**config.mk**
```make
export PLATFORM = sky130hd
export DESIGN_NAME = scale_mux_rr
export DESIGN_NICKNAME = d
export VERILOG_FILES = /design/src/rtl/scale_mux_rr.sv
export SDC_FILE = /design/constraint.sdc
export NUM_CORES = 1
export LEC_CHECK = 0
export BUFFER_PORTS_ARGS = -buffer_cell sky130_fd_sc_hd__buf_2
export CORE_MARGIN = 2
export CORE_UTILIZATION = 41
export DETAILED_ROUTE_END_ITERATION = 8
export PLACE_DENSITY_LB_ADDON = 0.05
export SLEW_MARGIN = 25
export SYNTH_ARGS = -nofsm -noshare
export SYNTH_HDL_FRONTEND = slang
export SYNTH_SLANG_ARGS = --single-unit
```
**constraint.sdc**
```tcl
create_clock -name i_clk -period 2.1 [get_ports i_clk]
set_input_delay 0.105 -clock i_clk [delete_from_list [all_inputs] [get_ports i_clk]]
set_output_delay 0.105 -clock i_clk [all_outputs]
set_load 0.01 [all_outputs]
```
**src/rtl/scale_mux_rr.sv**
```systemverilog
// scale_mux_rr: N-channel selector feeding a one-entry registered output.
// Each input has a valid/ready handshake. The channel is picked either by an
// external select (fixed mode) or by a round-robin arbiter. The output
// register has its own valid/ready handshake and runs at one word per cycle
// when the sink is always ready.
// Optional build macro SCALE_MUX_RR_STATS_EN adds saturating transfer and
// stall counters (o_xfer_cnt, o_stall_cnt).
module scale_mux_rr #(
  parameter int WIDTH = 8,
  parameter int NUM_CH = 4,
  localparam int SEL_W = $clog2(NUM_CH)
) (
  input  logic                    i_clk,
  input  logic                    i_rst,
  input  logic [NUM_CH*WIDTH-1:0] i_in_data,
  input  logic [NUM_CH-1:0]       i_in_valid,
  output logic [NUM_CH-1:0]       o_in_ready,
  input  logic                    i_mode,
  input  logic [SEL_W-1:0]        i_sel,
  output logic [WIDTH-1:0]        o_out_data,
  output logic [SEL_W-1:0]        o_out_ch,
  output logic                    o_out_valid,
`ifdef SCALE_MUX_RR_STATS_EN
  output logic [15:0]             o_xfer_cnt,
  output logic [15:0]             o_stall_cnt,
`endif
  input  logic                    i_out_ready
);

  localparam int PAD_N = 1 << SEL_W;

  logic [SEL_W-1:0] last_gnt;
  logic [PAD_N-1:0] valid_pad;
  logic             load_en;
  logic             fx_found;
  logic             rr_found;
  logic [SEL_W-1:0] rr_gnt;
  logic             grant_valid;
  logic [SEL_W-1:0] gnt;
  logic [WIDTH-1:0] data_sel;
  logic             in_xfer;

  // The output register may take a new word when empty or when it is being
  // emptied on this same edge.
  assign load_en = !o_out_valid || i_out_ready;

  // Zero-extend the valids to the full select range so that an out-of-range
  // select reads as "not valid" instead of indexing past the vector.
  always_comb begin
    valid_pad = '0;
    valid_pad[NUM_CH-1:0] = i_in_valid;
  end

  // Fixed-mode grant: the selected channel, only if in range and valid.
  assign fx_found = (int'(i_sel) < NUM_CH) && valid_pad[i_sel];

  // Round-robin search starting just after the last granted channel; the
  // last granted channel is visited last.
  always_comb begin
    int cand;
    rr_found = 1'b0;
    rr_gnt   = '0;
    cand     = 0;
    for (int off = 1; off <= NUM_CH; off++) begin
      cand = (int'(last_gnt) + off) % NUM_CH;
      if (!rr_found && valid_pad[SEL_W'(cand)]) begin
        rr_found = 1'b1;
        rr_gnt   = SEL_W'(cand);
      end
    end
  end

  // Choose the grant for the active mode.
  always_comb begin
    grant_valid = 1'b0;
    gnt         = '0;
    if (i_mode) begin
      grant_valid = rr_found;
      gnt         = rr_gnt;
    end else begin
      grant_valid = fx_found;
      gnt         = i_sel;
    end
  end

  // Data multiplexer for the granted channel.
  always_comb begin
    data_sel = '0;
    for (int k = 0; k < NUM_CH; k++) begin
      if (int'(gnt) == k) begin
        data_sel = i_in_data[k*WIDTH +: WIDTH];
      end
    end
  end

  // Ready is one-hot on the granted channel and forced low during reset.
  always_comb begin
    o_in_ready = '0;
    for (int k = 0; k < NUM_CH; k++) begin
      o_in_ready[k] = !i_rst && load_en && grant_valid && (int'(gnt) == k);
    end
  end

  assign in_xfer = !i_rst && load_en && grant_valid;

  // Output register and round-robin pointer; a new word replaces the
  // outgoing one on the same edge, otherwise an accepted word drains.
  always_ff @(posedge i_clk or posedge i_rst) begin
    if (i_rst) begin
      o_out_valid <= 1'b0;
      o_out_data  <= '0;
      o_out_ch    <= '0;
      last_gnt    <= SEL_W'(NUM_CH - 1);
    end else begin
      if (in_xfer) begin
        o_out_data  <= data_sel;
        o_out_ch    <= gnt;
        o_out_valid <= 1'b1;
        if (i_mode) begin
          last_gnt <= gnt;
        end
      end else if (i_out_ready) begin
        o_out_valid <= 1'b0;
      end
    end
  end

`ifdef SCALE_MUX_RR_STATS_EN
  // Saturating counters of output transfers and back-pressured cycles.
  always_ff @(posedge i_clk or posedge i_rst) begin
    if (i_rst) begin
      o_xfer_cnt  <= '0;
      o_stall_cnt <= '0;
    end else begin
      if (o_out_valid && i_out_ready && (o_xfer_cnt != 16'hFFFF)) begin
        o_xfer_cnt <= o_xfer_cnt + 16'd1;
      end
      if (o_out_valid && !i_out_ready && (o_stall_cnt != 16'hFFFF)) begin
        o_stall_cnt <= o_stall_cnt + 16'd1;
      end
    end
  end
`endif

endmodule

```
# After elaboration in Yosys (flattened, before gate mapping)
# Index checks and enable logic that the tools add are counted.
[totals]
register_bits = 13
inputBits = 42
out_inout_bits = 15
elab_cells = 64
[op_classes]
addsub = 4
magnitude_cmp = 5
eq_ne = 3
n_mux = 30
reduce_logical = 18
[ops]
columns = ["op", "n"]
rows = [
  ["two-way mux 8 bit", 4],
  ["< comparator 2 x 4 -> 1 bit (second input constant)", 4],
  ["two-way mux 1 bit", 16],
  ["binary-select mux 1 bit (select 2 bit)", 5],
  ["two-way mux 2 bit", 5],
  ["logical AND 1 bit", 9],
  ["logical NOT 1 bit", 5],
  ["adder 2 x 1 -> 2 bit (second input constant)", 2],
  ["adder 2 bit (second input constant)", 2],
  ["equality test 2 bit (second input constant)", 2],
  ["< comparator 2 x 3 -> 1 bit (second input constant)", 1],
  ["equality test 2 x 1 -> 1 bit (second input constant)", 1],
  ["logical NOT 2 bit", 1],
  ["AND reduction 2 bit", 1],
  ["nonzero test 2 bit", 1],
  ["logical OR 1 bit", 1],
]

# Depth between registers and ports, before layout
# Gate-level depths: netlist of run 1.
[depth]
ltp_word = 20
mapped_depth = 9
mapped_depth_nobuf = 6

# Least setup slack after synthesis of run 1
# OpenSTA, ideal clock, no wires.
[synth_timing]
kind = "register to register"
from = "register last_gnt[0]"
to = "register o_out_data[0]"
setup_ps = 132
t_arrival_ps = 1949
required_ps = 1968
path_slack_ps = 19
stages_incl_launch_ff = 10
path_buffers = 3
synth_period_minus_slack_ps = 2081
path_cell_list = "dfstp_2 buf_4 inv_2 a2111o_1 o311a_1 a21oi_2 buf_6 buf_12 mux2i_1 o221ai_2"
[synth_via]
elab_chain_len = 20
word_cells_on_any_way = 41
classes_between = "add/sub (4); eq/ne (3); mux (26); reduce/logical (8)"
[synth_rtl]
columns = ["item", "line", "text"]
rows = [
  ["start: declaration", "32", "logic [SEL_W-1:0] last_gnt;"],
  ["start signal: assignment", "113", "last_gnt <= SEL_W'(NUM_CH - 1);"],
  ["start signal: assignment", "120", "last_gnt <= gnt;"],
  ["adder 2 x 1 -> 2 bit", "65", "cand = (int'(last_gnt) + off) % NUM_CH;"],
  ["binary-select mux 1 bit (select 2 bit)", "66", "if (!rr_found && valid_pad[SEL_W'(cand)]) begin"],
  ["two-way mux 1 bit (not written as such) (2 in a row)", "66", ""],
  ["two-way mux 1 bit", "66", ""],
  ["logical NOT 1 bit", "66", ""],
  ["logical AND 1 bit", "66", ""],
  ["two-way mux 1 bit", "66", ""],
  ["logical NOT 1 bit", "66", ""],
  ["logical AND 1 bit", "66", ""],
  ["two-way mux 1 bit", "66", ""],
  ["logical NOT 1 bit", "66", ""],
  ["logical AND 1 bit", "66", ""],
  ["two-way mux 2 bit", "66", ""],
  ["two-way mux 2 bit", "77", "if (i_mode) begin"],
  ["logical NOT 2 bit", "90", "if (int'(gnt) == k) begin"],
  ["two-way mux 8 bit (4 in a row)", "90", ""],
  ["end signal: assignment", "116", "o_out_data <= data_sel;"],
  ["end: declaration", "20", "output logic [WIDTH-1:0] o_out_data,"],
]
# Several ways; a longest one is shown, not always the timed one. The select of a mux whose other input is x is not followed.
# A chain may end at the register's enable or synchronous reset.

# Worst setup path after layout of run 1
[layout_timing]
from = "register last_gnt[1]"
to = "output port o_in_ready[0]"
[layout_via]
elab_chain_len = 17
word_cells_on_any_way = 35
classes_between = "add/sub (4); mux (22); reduce/logical (9)"
[layout_rtl]
columns = ["item", "line", "text"]
rows = [
  ["adder 2 x 1 -> 2 bit", "65", ""],
  ["binary-select mux 1 bit (select 2 bit)", "66", ""],
  ["two-way mux 1 bit (not written as such) (2 in a row)", "66", ""],
  ["two-way mux 1 bit", "66", ""],
  ["logical NOT 1 bit", "66", ""],
  ["logical AND 1 bit", "66", ""],
  ["two-way mux 1 bit", "66", ""],
  ["logical NOT 1 bit", "66", ""],
  ["logical AND 1 bit", "66", ""],
  ["two-way mux 1 bit", "66", ""],
  ["logical NOT 1 bit", "66", ""],
  ["logical AND 1 bit", "66", ""],
  ["two-way mux 2 bit or two-way mux 1 bit (tied branches)", "66", ""],
  ["two-way mux 2 bit or two-way mux 1 bit (tied branches)", "77", ""],
  ["logical NOT 2 bit or logical AND 1 bit (tied branches)", "100", "o_in_ready[k] = !i_rst && load_en && grant_valid && (int'(gnt) == k);"],
  ["logical AND 1 bit *", "100", ""],
  ["end: declaration", "17", "output logic [NUM_CH-1:0] o_in_ready,"],
]
# Mark *: on every way between the ends. The rest lies on a longest branch, timed or not. The select of a mux whose other input is x is not followed.

==> flow_summary_export.csv, run 1 <==
group,metric,value,unit
sta,fin_ws,-0.199,ns
synth,postSynthAreaPerCell,10.1,sq um
global_routing,grt_pass1_vias,1159,
synth,synth_fp_nets,152,
sta,tns,-1.92,ns
setup_path,cp_top_family,"flip-flops",
synth,ys_ff_latch,13,
setup_path,crit_path_top_delay_cell,"dfstp_2",
job,drv_cap,0,
sta,whs,0.100,ns
final_layout,instances_no_fill,217,
sta,rsz0062_at_grt,"yes",
place,io_buffers,56,
sta,worst_pin_slew,0.524,ns
global_routing,antenna_found_initial,0,
clock_network,cts-htree-levels,1,
setup_path,r2r_start,"last_gnt[1]",
sta,fin_worst_skew,0.0105,ns
final_layout,drive_gt1_share,63.6,%
routing,first_pass_iters,4,
clock_network,cts_buffer_depth,2,
final_layout,design_area,0.00178,sq mm
floorplanning,dieArea,0.00315,sq mm
clock_network,insertion_delay,0.28,ns
place,place_congestion,0.833,
routing,via_count,1188,
setup_path,critical_path_arrival,2.19,ns
final_layout,antenna_cells,0,
global_routing,grt_start_max_net_pins,14,
setup_path,crit_path_start_kind,"flop",
floorplanning,fp.dieW,56.1,um
final_layout,area_growth,59.8,%
synth,ys_seq_area_share,29.4,%
routing,ant_nets,0,
floorplanning,rows,18,
setup_path,endpoint_kind,"output port",
pwr,leakagePower,0.000852,uW
synth,synth_top_family_by_area,"compound AO/OA/AOI/OAI gates",
synth,synthXorXnorAreaFrac,0,%
setup_path,crit_fanout,5,
setup_path,slowest_delay,0.60,ns
floorplanning,core,0.00252,sq mm
synth,yosys.area.top_type_share,24.7,%
synth,synth_flop_cell,"dfrtp_1",
global_routing,globalRouteOverflowTotal,0,
synth,synth_cells,110,
place,place_inst,193,
run_status,violations,"negative setup slack",
worst_hold_path,hp-class,"in2reg",
routing,routed_wl,3250,um
routing,first_iter_violations,31,
synth,synth_compound_area_share,22.9,%
final_layout,final_cell_mix,"buf_2, buf_4, nand2_1, dfrtp_1, buf_6",
clock_network,cts_tree,"done",
place,hpwl,2130,um
place,placed_cell_area,0.00142,sq mm
synth,syn_area,0.00111,sq mm
setup_path,criticalPathCategory,"reg2out",
synth,ys_async_sr_fraction,100,%
synth,ys_warn_count,0,
final_layout,fin_nets,230,
pwr,p_per_area,957,mW/mm^2
setup_path,crit_buf_inv,2,
sta,maxSlewViolCount,0,
routing,wl_per_cell,15.0,um
final_layout,layout_commonest_cell,"buf_2",
synth,yosys.area.top_type,"dfrtp_1",
sta,max_freq,0.435,GHz
sta,fin_crit_sh,109,%
global_routing,gr-usage-all-layers,21.1,%
sta,min_period,2.30,ns
clock_network,numCtsBuffers,3,
sta,setup_violations,14,
synth,synth.area.mux_share,19.8,%
global_routing,grt_pass1_wl,5300,um
pwr,ir_drop,0.620,mV
setup_path,crit_path_start,"last_gnt[1]",
synth,synth_cell_types,41,
clock_network,clk_pin_slew,0.09,ns
synth,synth_fa_ha_area_share,0,%
sta,hold_viol_final,0,
clock_network,cts_root_buffer,"clkbuf_4",
synth,synth.area.top_cells,"dfrtp_1, mux2i_1, o221ai_2",
routing,route.detailed.drc,0,
floorplanning,ios,57,
synth,synthSimpleGateAreaFrac,17.5,%
sta,slew_headroom,65.0,%
run_status,status,"finished with violations",
floorplanning,die_h,56.1,um
clock_network,clock_sinks,13,
final_layout,finish.utilization,70.6,%
floorplanning,initial_core_util,44.2,%
worst_hold_path,min_from,"i_mode",
routing,drt-vias-per-instance,5.47,
setup_path,crit_chain,"buf_6 > mux4_2 > nor2_4 > o31ai_4 > and3_4 > nand2_4 > nor2_1 > buf_2",
synth,synth_edf_count,0,
setup_path,cp.required,2.00,ns
==> cells by family (layout without fill, tap and decap cells) <==
logic type	after synthesis	in the layout
AND/OR/NAND/NOR	36	36
buffers and inverters	16	93
flip-flops	13	13
multiplexers	19	19
AO/OA/AOI/OAI	26	26
==> path summary, 6_finish.rpt <==
| check | endpoint | slack (ns) | cells past startpoint |
|---|---|---|---|
| min in group asynchronous | o_out_data[2] | 0.41 | 3 |
| max reg2reg | o_out_data[6] | -0.17 | 10 |
| min | last_gnt[1] | 0.1 | 2 |
| max | o_in_ready[0] | -0.20 | 8 |
| min reg2reg | o_out_data[1] | 0.49 | 2 |
| max in group asynchronous | last_gnt[0] | 1.32 | 3 |
==> area by class of cell <==
class,count,area (sq um)
timing repair buffer,83,563
fill,198,741
clock buffer,4,26.3
inverter,6,27.5
sequential,13,328
multi-input combinational,81,800
tap,30,37.5
==> timing repair <==
action / CTS / global route
buffers inserted: 16 / 7
hold endpoints to repair: 11 / 0
pin swaps: 8 / 6
hold buffers: 1 / 0
endpoints found under the setup margin: 10 / 15
gates resized for setup: 25 / 21
==> routing by layer <==
layer,GRT usage [%],vias up,wire (um)
met1,27.4,565,1330
met5,0,-,0
met3,4.65,2,198
met4,4.08,0,15
met2,36.0,47,1710
li1,-,574,-
==> state kept, by name (all words and copies together), names as in the netlist <==
name and count:
last_gnt 2, o_out_data 8, o_out_ch 2, o_out_valid 1
==> stage by stage <==
step / total power [uW] / setup slack, ns
after floorplan: 948 / 0.0190
after global placement: 1130 / 0.0333
after global routing: 1820 / -0.262
final: 1710 / -0.199
after CTS: 1540 / -0.0914
after detailed placement: 1150 / -0.0327
==> Yosys cell counts (3+ instances only) <==
library cell and instances:
nand2b_1 3, o221ai_2 8, nand2_1 11, a31oi_1 4
buf_6 3, buf_4 4, o21ai_0 3, nor2_1 6
dfrtp_1 11, mux2i_1 16, inv_1 5
==> power by group <==
part           internal, uW  switching, uW  total (uW)
clock                  73.7           86.1         160
sequential              359           71.0         430
combinational           625            490        1120
total                  1060            647        1710
Note: power is estimated with default switching activity, not from simulation.
==> inputs of run 2 (changes only) <==
- CELL_PAD_IN_SITES_DETAIL_PLACEMENT: not set -> 1
- CELL_PAD_IN_SITES_GLOBAL_PLACEMENT: not set -> 1
- CORE_UTILIZATION: 41 -> 29
==> flow_summary_export.csv, run 2 (synthesis results as in run 1) <==
group,metric,value,unit
clock_network,numCtsBuffers,3,
final_layout,drive_gt1_share,62.9,%
setup_path,cp_top_family,"simple AND/OR/NAND/NOR gates",
clock_network,cts_root_buffer,"clkbuf_8",
final_layout,reg.largest.list,"o_out_data x8, last_gnt x2, o_out_ch x2",
global_routing,antenna_found_initial,0,
routing,wl_per_cell,15.7,um
run_status,status,"finished with violations",
setup_path,endpoint_kind,"output port",
sta,rsz0062_at_grt,"yes",
final_layout,instances_no_fill,234,
worst_hold_path,hp-class,"in2reg",
final_layout,layout_commonest_cell,"buf_2",
clock_network,cts_buffer_depth,2,
floorplanning,initial_core_util,30.2,%
routing,first_pass_iters,4,
global_routing,grt_pass1_vias,1206,
sta,slew_headroom,65.4,%
clock_network,insertion_delay,0.24,ns
final_layout,design_area,0.00175,sq mm
sta,hold_viol_final,0,
floorplanning,ios,57,
place,placed_cell_area,0.00145,sq mm
pwr,ir_drop,0.469,mV
final_layout,largest_reg_flops,8,
setup_path,critical_path_arrival,2.10,ns
worst_hold_path,hold_depth,3,
run_status,violations,"negative setup slack",
setup_path,crit_buf_inv,2,
final_layout,final.fill_count,458,
sta,setup_violations,12,
final_layout,antenna_cells,0,
clock_network,clock_sinks,13,
setup_path,crit_chain,"buf_6 > or3b_1 > a211o_1 > nand2_2 > a2bb2oi_4 > nand2b_4 > nor2_2 > buf_2",
sta,whs,0.146,ns
sta,worst_pin_slew,0.519,ns
routing,ant_nets,0,
pwr,leakagePower,0.000863,uW
final_layout,final_cell_mix,"buf_2, buf_4, mux2i_1",
clock_network,cts_tree,"done",
job,drv_cap,0,
sta,min_period,2.20,ns
setup_path,crit_fanout,6,
sta,max_freq,0.454,GHz
place,place_congestion,0.813,
sta,fin_ws,-0.100,ns
routing,first_iter_violations,20,
sta,fin_worst_skew,0.00468,ns
floorplanning,rows,22,
routing,via_count,1186,
routing,routed_wl,3660,um
pwr,p_per_area,947,mW/mm^2
final_layout,fin_nets,229,
setup_path,slowest_delay,0.38,ns
final_layout,top_register,"o_out_data",
global_routing,grt_pass1_wl,5880,um
clock_network,clk_pin_slew,0.06,ns
setup_path,cp.depth,8,
global_routing,globalRouteOverflowTotal,0,
setup_path,cp.required,2.00,ns
floorplanning,dieArea,0.00436,sq mm
place,hpwl,2600,um
place,io_buffers,56,
global_routing,grt_start_max_net_pins,14,
place,place_inst,212,
final_layout,area_growth,56.7,%
setup_path,criticalPathCategory,"reg2out",
floorplanning,core,0.00369,sq mm
setup_path,crit_path_start_kind,"flop",
routing,route.detailed.drc,0,
setup_path,rr_worst_depth,9,
global_routing,gr-usage-all-layers,17.4,%
setup_path,crit_path_top_delay_cell,"dfstp_2",
routing,drt-vias-per-instance,5.07,
clock_network,cts-htree-levels,1,
sta,fin_crit_sh,105,%
floorplanning,fp.dieW,66,um
sta,maxSlewViolCount,0,
floorplanning,die_h,66,um
## run 2: where the power goes
part	internal, uW	leakage (uW)	switching, uW	total, uW
Sequential	360	0.000155	67.4	427
Combinational	539	0.000682	459	998
Clock	131	0.0000255	97.1	228
Total	1030	0.000863	624	1650
## run 2: final cells by class
| class | instances | area (sq um) | area share, % |
|---|---|---|---|
| sequential | 13 | 328 | 18.8 |
| multi-input combinational | 81 | 769 | 44.1 |
| clock inverter | 1 | 5.00 | 0.287 |
| tap | 48 | 60.1 | 3.44 |
| clock buffer | 3 | 41.3 | 2.36 |
| timing repair buffer | 82 | 517 | 29.6 |
| inverter | 6 | 26.3 | 1.50 |
## run 2: worst paths after layout
kind	start	end	slack (ns)
max	last_gnt[0]	o_in_ready[2]	-0.10
min	i_out_ready	o_out_valid	0.15
max reg2reg	last_gnt[0]	o_out_data[2]	-0.04
min reg2reg	o_out_data[7]	o_out_data[7]	0.49
max in group asynchronous	i_rst	last_gnt[1]	1.29
min in group asynchronous	i_rst	o_out_valid	0.45
## run 2: metrics by stage
stage / setup slack (ns) / setup TNS [ns] / util, % / power [uW]
floorplan: 0.0190 / 0 / - / 948
global placement: 0.0326 / 0 / 39.2 / 1160
detailed placement: -0.00207 / -0.00207 / 39.2 / 1180
CTS: -0.112 / -0.349 / 45.4 / 1610
global route: -0.163 / -1.48 / 47.4 / 1770
finish: -0.100 / -0.468 / 47.4 / 1650
## run 2: repair_timing
action                                  in CTS  in global routing
endpoints found under the hold margin       11                  0
endpoints found under the setup margin       7                 14
setup buffers                               12                  6
resized for setup                           14                 12
pin swaps                                    4                 11
gates cloned                                 0                  0
hold buffers                                 1                  0
## run 2: worst min-delay path, stage by stage
cell and delay [ns]:
buf_2 0.10, inv_1 0.06, a21o_1 0.10
## run 2: metal layers
| metal | track usage (%) | routed length (um) |
|---|---|---|
| met4 | 2.30 | 41 |
| met3 | 3.41 | 193 |
| met5 | 0 | 0 |
| met1 | 23.4 | 1630 |
| met2 | 29.7 | 1800 |
==> inputs of run 3 (changes only) <==
- REMOVE_ABC_BUFFERS: not set -> 1
==> flow_summary_export.csv, run 3 (synthesis results as in run 1) <==
group,metric,value,unit
setup_path,slowest_delay,0.40,ns
routing,routed_wl,3720,um
final_layout,drive_gt1_share,66.5,%
place,place_congestion,0.878,
routing,ant_nets,0,
global_routing,grt_start_max_net_pins,14,
final_layout,final.fill_count,438,
setup_path,r2r_start,"last_gnt[1]",
sta,hold_viol_final,0,
worst_hold_path,hp-class,"in2reg",
final_layout,multiInputGateArea,862,sq um
clock_network,cts_buffer_depth,2,
place,dp_slack,-0.00451,ns
place,hpwl,2580,um
setup_path,crit_path_top_delay_cell,"dfstp_2",
clock_network,insertion_delay,0.25,ns
final_layout,layout_commonest_cell,"buf_2",
final_layout,instances_no_fill,239,
place,io_buffers,56,
clock_network,cts_tree,"done",
floorplanning,dieArea,0.00436,sq mm
setup_path,rrSetupSlack,-0.10,ns
sta,fin_crit_sh,105,%
run_status,violations,"negative setup slack",
floorplanning,initial_core_util,30.2,%
setup_path,crit-reg2reg-capture,"o_out_data[1]",
sta,worst_pin_slew,0.554,ns
clock_network,numCtsBuffers,3,
floorplanning,fp.dieW,66,um
setup_path,endpoint_kind,"flop",
clock_network,clock_sinks,13,
routing,route.detailed.drc,0,
setup_path,rr_worst_depth,9,
setup_path,cp.required,2.23,ns
sta,min_period,2.20,ns
worst_hold_path,hold_end,"o_out_valid",
clock_network,cts-htree-levels,1,
global_routing,grt_pass1_wl,5330,um
floorplanning,core,0.00369,sq mm
global_routing,gr-usage-all-layers,16.1,%
clock_network,clk_pin_slew,0.06,ns
sta,setup_violations,12,
global_routing,globalRouteOverflowTotal,0,
pwr,ir_drop,0.381,mV
final_layout,seqCellArea,328,sq um
sta,maxSlewViolCount,0,
worst_hold_path,hold_depth,3,
job,drv_cap,0,
routing,wl_per_cell,15.6,um
final_layout,antenna_cells,0,
global_routing,antenna_found_initial,0,
pwr,finalPower,1840,uW
final_layout,final_cell_mix,"buf_2, buf_4, dfrtp_1",
setup_path,crit_path_start_kind,"flop",
floorplanning,rows,22,
floorplanning,die_h,66,um
final_layout,reg.largest.list,"o_out_data x8, last_gnt x2, o_out_ch x2",
pwr,leakagePower,0.000897,uW
sta,fin_ws,-0.101,ns
setup_path,critical_path_arrival,2.33,ns
sta,slew_headroom,63.0,%
routing,first_iter_violations,19,
floorplanning,ios,57,
worst_hold_path,min_from,"i_out_ready",
routing,first_pass_iters,4,
setup_path,criticalPathCategory,"reg2reg",
routing,drt-vias-per-instance,4.96,
routing,via_count,1185,
setup_path,crit_fanout,7,
pwr,p_per_area,965,mW/mm^2
setup_path,crit_chain,"buf_6 > buf_4 > a2111o_1 > o311a_1 > a21oi_4 > clkbuf_16 > buf_12 > mux2i_4 > o221ai_2",
global_routing,grt_pass1_vias,1182,
final_layout,largest_reg_flops,8,
final_layout,area_growth,70.6,%
sta,max_freq,0.454,GHz
sta,fin_worst_skew,0.00437,ns
final_layout,finish.utilization,51.6,%
final_layout,fin_nets,234,
run_status,status,"finished with violations",
final_layout,top_register,"o_out_data",
clock_network,cts_root_buffer,"clkbuf_8",
place,place_inst,216,
sta,rsz0062_at_grt,"yes",
==> run 3: changes by cell type in the layout (fill, tap and decap cells not counted), sizes merged <==
| cell | change |
|---|---|
| clkinv | -1 |
| clkbuf | +2 |
| clkinvlp | -1 |
| inv | +1 |
| buf | +4 |
==> run 3: worst max-delay path by stage <==
stage	from	endpoint	cells after the start
after detailed placement	last_gnt[0]	o_out_ch[0]	6
after floorplan	last_gnt[0]	o_out_data[0]	6
final	last_gnt[1]	o_out_data[1]	9
after global routing	last_gnt[0]	o_out_data[1]	8
after global placement	last_gnt[1]	o_in_ready[3]	9
after CTS	last_gnt[0]	o_in_ready[3]	8
==> run 3: layout make-up <==
| type | count | share of cell area, % |
|---|---|---|
| Timing Repair Buffer | 87 | 30.7 |
| Tap cell | 48 | 3.16 |
| Multi-Input combinational cell | 81 | 45.3 |
| Inverter | 6 | 1.18 |
| Sequential cell | 13 | 17.2 |
| Clock buffer | 4 | 2.37 |
==> run 3: metal layers <==
layer	wire length [um]	track usage, %
met1	1530	18.7
met2	1900	28.9
met3	245	2.04
met4	51	7.65
met5	0	0
==> run 3: critical path: cells and delay by family (launching register included) <==
kind	cells	cell delay, ns
buf+inv	4	0.57
compound gates	4	0.87
mux	1	0.23
flops	1	0.40
==> run 3: through the flow <==
step	TNS, ns	hold WS [ns]	instance area (sq um)
after detailed placement	-0.00451	0.194	1460
after floorplan	-3.75	-0.0195	1020
after global placement	0	0.200	1460
after CTS	-0.420	0.150	1660
after global routing	-1.81	0.164	1900
final	-0.830	0.154	1900
==> run 3: power breakdown <==
part	internal (uW)	leakage, uW	total [uW]	switching (uW)
sequential	360	0.000155	432	72.3
combinational	668	0.000719	1170	498
clock	135	0.0000228	237	103
==> run 3: timing repair <==
action | 4_1_cts | 5_1_grt
hold endpoints to repair | 11 | 0
buffers inserted | 11 | 6
gates cloned | 0 | 1
setup endpoints to repair | 5 | 13
pin swaps | 4 | 6
hold buffers | 1 | 0
gates resized for setup | 10 | 35
